**src/rtl/lab2_proc_imm_encoder_if.sv**
```systemverilog
// Request/response bundle for the immediate encoder.
//   Request  : in_val/in_rdy handshake, in_imm_type, in_imm, in_base
//   Response : out_val/out_rdy handshake, out_inst, out_err
// master : the client issuing requests and consuming responses
// slave  : the encoder itself
interface lab2_proc_imm_encoder_if;
  logic        in_val;
  logic        in_rdy;
  logic [2:0]  in_imm_type;
  logic [31:0] in_imm;
  logic [31:0] in_base;
  logic        out_val;
  logic        out_rdy;
  logic [31:0] out_inst;
  logic        out_err;

  modport master (
    output in_val, in_imm_type, in_imm, in_base, out_rdy,
    input  in_rdy, out_val, out_inst, out_err
  );

  modport slave (
    input  in_val, in_imm_type, in_imm, in_base, out_rdy,
    output in_rdy, out_val, out_inst, out_err
  );
endinterface

```
**src/rtl/lab2_proc_imm_encoder.sv**
```systemverilog
// Inverse of the TinyRV2 immediate generator: scatters an immediate into the
// immediate fields of an instruction template and flags values that the
// selected format cannot represent.
//
// Ports:
//   clk        clock, all state updates on the rising edge
//   reset      asynchronous active-low reset
//   bus        request/response handshake bundle (slave side)
//   err_count  saturating count of delivered responses with out_err=1
//
// Two-stage elastic pipeline:
//   S1 holds the raw request; range check and field insertion are computed
//      combinationally from S1.
//   S2 holds the finished instruction and error bit and drives the outputs.
// in_rdy depends on out_rdy only, never on in_val, so no input-to-output
// combinational path exists.
module lab2_proc_imm_encoder #(
  parameter int ERR_CNT_W = 8
) (
  input  logic                 clk,
  input  logic                 reset,
  lab2_proc_imm_encoder_if.slave bus,
  output logic [ERR_CNT_W-1:0] err_count
);

  localparam logic [2:0] TYPE_I     = 3'd0;
  localparam logic [2:0] TYPE_S     = 3'd1;
  localparam logic [2:0] TYPE_B     = 3'd2;
  localparam logic [2:0] TYPE_U     = 3'd3;
  localparam logic [2:0] TYPE_J     = 3'd4;
  localparam logic [2:0] TYPE_SHAMT = 3'd5;

  localparam logic [ERR_CNT_W-1:0] ERR_CNT_MAX = '1;

  // True when every bit of the slice is identical, i.e. the value fits the
  // narrower signed field once the upper bits are dropped.
  function automatic logic all_same21(input logic [20:0] v);
    return (&v) || (~|v);
  endfunction

  function automatic logic all_same20(input logic [19:0] v);
    return (&v) || (~|v);
  endfunction

  function automatic logic all_same12(input logic [11:0] v);
    return (&v) || (~|v);
  endfunction

  function automatic logic imm_bad(input logic [2:0] t, input logic [31:0] imm);
    logic bad;
    bad = 1'b1;
    case (t)
      TYPE_I, TYPE_S: bad = !all_same21(imm[31:11]);
      TYPE_B:         bad = imm[0] || !all_same20(imm[31:12]);
      TYPE_U:         bad = |imm[11:0];
      TYPE_J:         bad = imm[0] || !all_same12(imm[31:20]);
      TYPE_SHAMT:     bad = |imm[31:5];
      default:        bad = 1'b1;
    endcase
    return bad;
  endfunction

  function automatic logic [31:0] imm_insert(input logic [2:0]  t,
                                             input logic [31:0] imm,
                                             input logic [31:0] base);
    logic [31:0] inst;
    inst = base;
    case (t)
      TYPE_I: begin
        inst[31:20] = imm[11:0];
      end
      TYPE_S: begin
        inst[31:25] = imm[11:5];
        inst[11:7]  = imm[4:0];
      end
      TYPE_B: begin
        inst[31]    = imm[12];
        inst[30:25] = imm[10:5];
        inst[11:8]  = imm[4:1];
        inst[7]     = imm[11];
      end
      TYPE_U: begin
        inst[31:12] = imm[31:12];
      end
      TYPE_J: begin
        inst[31]    = imm[20];
        inst[30:21] = imm[10:1];
        inst[20]    = imm[11];
        inst[19:12] = imm[19:12];
      end
      TYPE_SHAMT: begin
        // funct7 in [31:25] stays from the template (srai vs srli)
        inst[24:20] = imm[4:0];
      end
      default: begin
        inst = base;
      end
    endcase
    return inst;
  endfunction

  // Stage S1: captured request
  logic        s1_val;
  logic [2:0]  s1_type;
  logic [31:0] s1_imm;
  logic [31:0] s1_base;

  // Stage S2: encoded response
  logic        s2_val;
  logic [31:0] s2_inst;
  logic        s2_err;

  logic        s2_advance;
  logic        s1_advance;
  logic        in_xfer;
  logic        out_xfer;
  logic        s1_err;
  logic [31:0] s1_inst;

  always_comb begin
    s2_advance = !s2_val || bus.out_rdy;
    s1_advance = !s1_val || s2_advance;
    in_xfer    = bus.in_val && s1_advance;
    out_xfer   = s2_val && bus.out_rdy;
  end

  always_comb begin
    s1_err  = imm_bad(s1_type, s1_imm);
    s1_inst = s1_err ? s1_base : imm_insert(s1_type, s1_imm, s1_base);
  end

  always_ff @(posedge clk or negedge reset) begin
    if (!reset) begin
      s1_val  <= 1'b0;
      s1_type <= '0;
      s1_imm  <= '0;
      s1_base <= '0;
    end else if (s1_advance) begin
      s1_val <= bus.in_val;
      if (bus.in_val) begin
        s1_type <= bus.in_imm_type;
        s1_imm  <= bus.in_imm;
        s1_base <= bus.in_base;
      end
    end
  end

  always_ff @(posedge clk or negedge reset) begin
    if (!reset) begin
      s2_val  <= 1'b0;
      s2_inst <= '0;
      s2_err  <= 1'b0;
    end else if (s2_advance) begin
      s2_val <= s1_val;
      if (s1_val) begin
        s2_inst <= s1_inst;
        s2_err  <= s1_err;
      end
    end
  end

  always_ff @(posedge clk or negedge reset) begin
    if (!reset) begin
      err_count <= '0;
    end else if (out_xfer && s2_err && (err_count != ERR_CNT_MAX)) begin
      err_count <= err_count + 1'b1;
    end
  end

  assign bus.in_rdy   = s1_advance;
  assign bus.out_val  = s2_val;
  assign bus.out_inst = s2_inst;
  assign bus.out_err  = s2_err;

  // in_xfer is kept for readability of the handshake; fold it into nothing
  // observable so it does not dangle.
  logic unused_ok;
  assign unused_ok = in_xfer;

endmodule

```
**src/flat_wrapper.sv**
```systemverilog
// flat-port wrapper written by rule: the top's interface ports become plain ports
module lab2_proc_imm_encoder_flat 
#(
  parameter int ERR_CNT_W = 8
)
  (clk, reset, err_count, bus_in_val, bus_in_imm_type, bus_in_imm, bus_in_base, bus_out_rdy, bus_in_rdy, bus_out_val, bus_out_inst, bus_out_err);
  lab2_proc_imm_encoder_if bus_i ();
  input  logic clk;
  input  logic reset;
  output logic [ERR_CNT_W-1:0] err_count;
  input wire logic [$bits(bus_i.in_val)-1:0] bus_in_val;
  input wire logic [$bits(bus_i.in_imm_type)-1:0] bus_in_imm_type;
  input wire logic [$bits(bus_i.in_imm)-1:0] bus_in_imm;
  input wire logic [$bits(bus_i.in_base)-1:0] bus_in_base;
  input wire logic [$bits(bus_i.out_rdy)-1:0] bus_out_rdy;
  output wire logic [$bits(bus_i.in_rdy)-1:0] bus_in_rdy;
  output wire logic [$bits(bus_i.out_val)-1:0] bus_out_val;
  output wire logic [$bits(bus_i.out_inst)-1:0] bus_out_inst;
  output wire logic [$bits(bus_i.out_err)-1:0] bus_out_err;
  assign bus_i.in_val = bus_in_val;
  assign bus_i.in_imm_type = bus_in_imm_type;
  assign bus_i.in_imm = bus_in_imm;
  assign bus_i.in_base = bus_in_base;
  assign bus_i.out_rdy = bus_out_rdy;
  assign bus_in_rdy = bus_i.in_rdy;
  assign bus_out_val = bus_i.out_val;
  assign bus_out_inst = bus_i.out_inst;
  assign bus_out_err = bus_i.out_err;
  lab2_proc_imm_encoder #(.ERR_CNT_W(ERR_CNT_W)) u_core (.clk(clk), .reset(reset), .bus(bus_i), .err_count(err_count));
endmodule
```
**config.mk**
```make
export PLATFORM = sky130hd
export DESIGN_NAME = lab2_proc_imm_encoder_flat
export DESIGN_NICKNAME = d
export VERILOG_FILES = /design/src/rtl/lab2_proc_imm_encoder_if.sv /design/src/rtl/lab2_proc_imm_encoder.sv /design/src/flat_wrapper.sv
export SDC_FILE = /design/constraint.sdc
export NUM_CORES = 1
export LEC_CHECK = 0
export ABC_CLOCK_PERIOD_IN_PS = 5400
export BUFFER_PORTS_ARGS = -buffer_cell sky130_fd_sc_hd__buf_4
export CORE_MARGIN = 2
export CORE_UTILIZATION = 45
export DETAILED_ROUTE_END_ITERATION = 10
export GPL_ROUTABILITY_DRIVEN = 0
export GPL_TIMING_DRIVEN = 0
export PLACE_DENSITY = 0.68
export SETUP_SLACK_MARGIN = 0.15
export SLEW_MARGIN = 15
export SYNTH_ARGS = -nofsm -noshare
export SYNTH_HDL_FRONTEND = slang
export SYNTH_SLANG_ARGS = --single-unit
```
**constraint.sdc**
```tcl
create_clock -name clk -period 5.4 [get_ports clk]
set_input_delay 1.08 -clock clk [delete_from_list [all_inputs] [get_ports clk]]
set_output_delay 1.08 -clock clk [all_outputs]
set_load 0.02 [all_outputs]
```
### Yosys cells after proc, flatten, opt, wreduce, memory -nomap -nowiden

Cells that the tools add are included.

* register bits: 110
* output and inout bits: 43

* add/subtract/negate cells: 1
* eq/ne operators: 6
* multiplexer cells: 6
* reductions and logical operators: 32

Operators with widths (number)
* 2-to-1 mux 32 bit: 1
* one-hot mux 7 bit (4 select lines): 1
* OR reduction 27 bit: 1
* OR reduction 12 bit: 2
* AND reduction 21 bit: 1
* OR reduction 21 bit: 1
* AND reduction 20 bit: 1
* OR reduction 20 bit: 1
* one-hot mux 5 bit (3 select lines): 1
* AND reduction 12 bit: 1
* one-hot mux 5 bit (2 select lines): 1
* adder 8 x 1 -> 8 bit, second input constant: 1
* zero test 1 bit: 8
* 2-to-1 mux 8 bit: 1
* != test 8 bit, second input constant: 1
* logical OR 1 bit: 7
* == test 3 x 2 -> 1 bit, second input constant: 2
* == test 3 bit, second input constant: 2
* OR reduction 2 bit: 3
* one-hot mux 1 bit (5 select lines): 1
* AND reduction 2 bit: 2
* == test 3 x 1 -> 1 bit, second input constant: 1
* logical AND 1 bit: 3
* zero test 3 bit: 1

### Logic depth before layout (Yosys ltp)

* depth after elaboration: 7
* gate-level depth with buffers: 7
* depth with buffers taken out: 6

### Least setup slack after synthesis

Ideal clock, no wire load.

* path type: input -> register
* from: input bus_out_rdy
* to: register u_core.s1_base[0]
* data arrival time: 2622 ps
* data required time: 5275 ps
* setup slack: 2654 ps
* stages on the path: 5
* buffers on the path: 2
* cells stage by stage: nand3b_1 -> nand2_1 -> clkbuf_1 -> clkbuf_1 -> mux2_2

* word-level cells in the longest chain between the ends: 3

RTL lines
* start: declaration: RTL line flat_wrapper.sv:15 `input wire logic [$bits(bus_i.out_rdy)-1:0] bus_out_rdy;`
* logical OR 1 bit: RTL line lab2_proc_imm_encoder.sv:121 `s2_advance = !s2_val || bus.out_rdy;`
* logical OR 1 bit: RTL line lab2_proc_imm_encoder.sv:122 `s1_advance = !s1_val || s2_advance;`
* AND reduction 2 bit (no source line)
* end signal: assignment: RTL line lab2_proc_imm_encoder.sv:143 `s1_base <= bus.in_base;`
* end: declaration: RTL line lab2_proc_imm_encoder.sv:106 `logic [31:0] s1_base;`

No other way between the ends.
A chain may end at the register's enable or synchronous reset.

### Final worst setup path

* from: input bus_out_rdy
* to: register u_core.s1_imm[29]

* word-level cells in the longest chain between the ends: 3

RTL lines
* logical OR 1 bit: RTL line lab2_proc_imm_encoder.sv:121
* logical OR 1 bit: RTL line lab2_proc_imm_encoder.sv:122
* AND reduction 2 bit (no source line)
* end signal: assignment: RTL line lab2_proc_imm_encoder.sv:142 `s1_imm <= bus.in_imm;`
* end: declaration: RTL line lab2_proc_imm_encoder.sv:105 `logic [31:0] s1_imm;`

No other way between the ends.

==> results.txt <==
* Number of cells upsized or downsized after cts: 0
* Die span in y: 109 µm
- After layout, the worst setup slack is 2.56 ns.
- Max-slew headroom: 35.3%
* Dominant synthesized flop cell: dfrtp_1
- Sequential elements use 55.1% of the synthesized area.
* Antenna diode count: 0
* Clk sink count: 110
- Power share of the sequential group: 47.9%
- TritonCTS built the clock tree.
* Maximum resistive drop on vdd: 0.183 mV
- Counting both buffers and inverters, the worst setup path holds a total of 3.
* Number of H-tree levels: 3
- Per report_power, the combinational group accounts for 30.1% of the total.
* Number of enable-type register cells in the synthesized netlist: 0
- Dividing total power by cell area gives a power density of 373 nW/µm².
* Internal power of the cells: 1.53 mW
- In this design, the critical path's most frequently occurring cell is clkbuf_1.
- Once layout is done, the placed cells without fillers occupy 6220 µm².
- The die is 109 µm wide.
* Data required time at the worst endpoint: 5.67 ns
* Final Max Tran Viols: 0
- Core box area: 10,800 µm²
- Setup bufs post-CTS: 0
* Worst hold margin: 0.473 ns
- Counting flops and latches in the post-synthesis netlist gives 110.
- Counting every net in the synthesized netlist gives 503.
- Final nets: 627
- Setup tns final: 0 ns
- Summed over all layers, the routed wires come to 12,300 µm.
* Clock latency reported for the late side of the worst-skew pair: 0.39 ns
* Worst Path Arrival: 3.12 ns
- Clock transition time at the flip-flop clock pins of the worst setup and hold paths: 0.10 ns
- The analysis attributes to cell leakage a power of 2.70 nW.
- For this block, the initial DRC count from the detailed router was 241.
- Number of vias per cell after detailed routing: 5.55
- Residual overflow from global routing: 0
- Of the cells placed in the final design, the portion with a size suffix greater than 1 is 36.6%.
- Startpoint-to-endpoint class of the critical path: in -> reg
* Clk pwr share: 22.0%
- Largest fanout of any net on the critical path: 10
* Share of the cycle needed by the critical path after routing: 52.7%
* Root Buffer Master: clkbuf_8
- Count of endpoints failing setup in the final report: 0
- The worst setup path is launched from an input pin.
- Global-route wire length before repair: 19,600 µm
- Static timing analysis puts the maximum clock frequency at 352 MHz.
- Clock Tree Buf Depth: 2
* Boundary Pins: 114
- Largest net degree at the start of global routing: 111
- For this run, design rule violations remaining after detail routing come to 0.
- The placed instances occupy a cell area of 6020 µm².
- Placement row count: 38
* Setup repair after global routing missed its margin: false
- Cell breakdown of the critical path: buf_4 > nand3b_1 > nand2_1 > clkbuf_1 > clkbuf_1 > mux2_2
- Number of antenna violations at the first check in global routing: 0
- Setup Skew: 0.0114 ns
* Cts-stage hold buffer count: 0
- Dividing the synthesized area by the synthesized cell count gives 11.6 µm².
- Number of global-route vias before repair: 3,911
- The smallest clock period supported by the final layout is computed as 2.84 ns.
- In this run, CTS created clock tree buffers numbering 9.
- Reported net switching power: 0.792 mW
- Dominant delay contributor by cell family on the critical path: buffers and inverters
- # port buffers: 113
- Cell area after synthesis: 5000 µm²
- The worst setup path is captured at a register.
- Synthesis produced a netlist whose cell count is 431.
* Post-synth ARST share: 100%
* Total vias in the final route: 3,883
- For this run, the number of Yosys warnings is 0.
- Fraction of power spent switching nets: 34.1%
- All-layer global routing usage: 21.4%
- Max-cap violations: 0
* Final Hold Fails: 0
- Worst setup slack before clock tree synthesis: 2.14 ns
* Cell with the largest stage delay on the worst path: clkbuf_1
* Initial core utilization: 46.1%
- The largest single stage delay on the critical path is 0.57 ns.
* Class of the worst hold path: reg -> reg
- The count of nets left with antenna violations once routing finished came out at 0.
- The die covers 12,000 µm².
- Tightest Pin Transition: 0.971 ns
* Detail Placement HPWL: 9190 µm
* Count of cell types in the netlist: 47
- The first TritonRoute pass finished after 5 iterations.
* Layout overhead on the synthesized area: 24.6%
* Run status: finished, final reports clean
- In the final routed layout, each cell accounts on average for 17.5 µm.
## cells by family (layout without fill, tap and decap cells)
kind of cell,Yosys count,count (layout),synth area share [%]
adder cells (fa/ha/maj),1,1,0.250
flip-flops,110,110,55.1
AO/OA/AOI/OAI,85,85,12.4
buffers and inverters,30,159,2.43
AND/OR/NAND/NOR,126,126,12.6
XOR/XNOR,9,9,1.58
multiplexers,70,70,15.7
## path summary, 6_finish.rpt
check	slack, ns	start	cells past startpoint	to
max	2.56	bus_out_rdy	6	u_core.s1_imm[29]
min	0.47	u_core.s1_base[0]	2	u_core.bus.out_inst[0]
max reg2reg	2.77	u_core.s1_imm[12]	6	u_core.bus.out_inst[24]
min reg2reg	0.47	u_core.s1_base[0]	2	u_core.bus.out_inst[0]
max in group asynchronous	3.95	reset	1	u_core.s1_imm[23]
min in group asynchronous	0.83	reset	1	u_core.err_count[7]
## state kept, by name, indices dropped and copies added, names as in the netlist
signal	flops
u_core.bus.out_err	1
u_core.err_count	8
u_core.s1_base	32
u_core.s1_type	3
u_core.s1_val	1
u_core.bus.out_inst	32
u_core.bus.out_val	1
u_core.s1_imm	32
## layout make-up
class | instances | area (µm²)
inverters | 3 | 11.3
repair buffers | 113 | 852
well taps | 140 | 175
clock inverters | 4 | 55.1
plain buffers | 27 | 110
clock buffers | 12 | 145
multi-input cells | 291 | 2120
flip-flops and latches | 110 | 2750
fillers | 953 | 4620
## worst reg2reg max path, cell delays in order (launching register included)
cell and delay (ns):
dfrtp_1 0.44, or4_1 0.56, nor2_1 0.16, a22oi_1 0.17, o311ai_2 0.47, a31oi_1 0.32, a221o_1 0.42
## stage by stage
stage	instances	power [mW]	util, %
floorplan	431	1.52	-
global placement	684	1.81	55.5
detailed placement	684	1.83	55.6
CTS	700	2.34	57.4
global route	700	2.46	57.4
finish	700	2.32	57.4
## power groups by stage
stage / logic (mW) / registers (mW) / clock network, mW
after floorplan: 0.335 / 1.19 / 0
after global placement: 0.686 / 1.12 / 0
after detailed placement: 0.704 / 1.13 / 0
after CTS: 0.706 / 1.11 / 0.524
after global routing: 0.765 / 1.13 / 0.557
final: 0.700 / 1.11 / 0.512
## cell usage after synthesis (6+ instances only)
library cell  instances  share of area, %
nand4_1              15               1.9
mux2_2               68                15
nand2_1              36               2.7
nor2_1               30               2.3
a21oi_1              17               1.7
xnor2_1               6               1.1
clkbuf_1             20               1.5
a22o_1                6               1.1
and2_1                6              0.75
a31oi_1              13               1.6
dfrtp_1             110                55
o31ai_1              20               3.0
nor3_1               10               1.0
## cells in the final DEF (no fill, tap or decap), types with 3 or more instances in the layout
| cell | n |
|---|---|
| and2_1 | 6 |
| clkbuf_8 | 10 |
| a221o_1 | 5 |
| nor2_1 | 30 |
| mux2_2 | 68 |
| nor3_1 | 10 |
| a31oi_1 | 13 |
| a22o_1 | 6 |
| o21ai_0 | 4 |
| nor4_1 | 3 |
| nand4_1 | 15 |
| buf_4 | 113 |
| nand2b_1 | 5 |
| or4_1 | 4 |
| xor2_1 | 3 |
| a41oi_1 | 5 |
| buf_2 | 4 |
| dfrtp_1 | 110 |
| a21oi_1 | 17 |
| nor3b_1 | 5 |
| o31ai_1 | 20 |
| inv_1 | 3 |
| clkbuf_1 | 22 |
| xnor2_1 | 6 |
| nand2_1 | 36 |
## layer usage
layer	routed length (µm)	share of wire, %	vias to the layer above	GRT usage, %
met5	0	0	-	0
met4	227	1.9	0	8.05
met3	576	4.7	19	3.20
met2	5850	48	107	34.6
met1	5590	46	1913	29.3
li1	-	-	1844	-
Note: power is estimated with default switching activity, not from simulation.
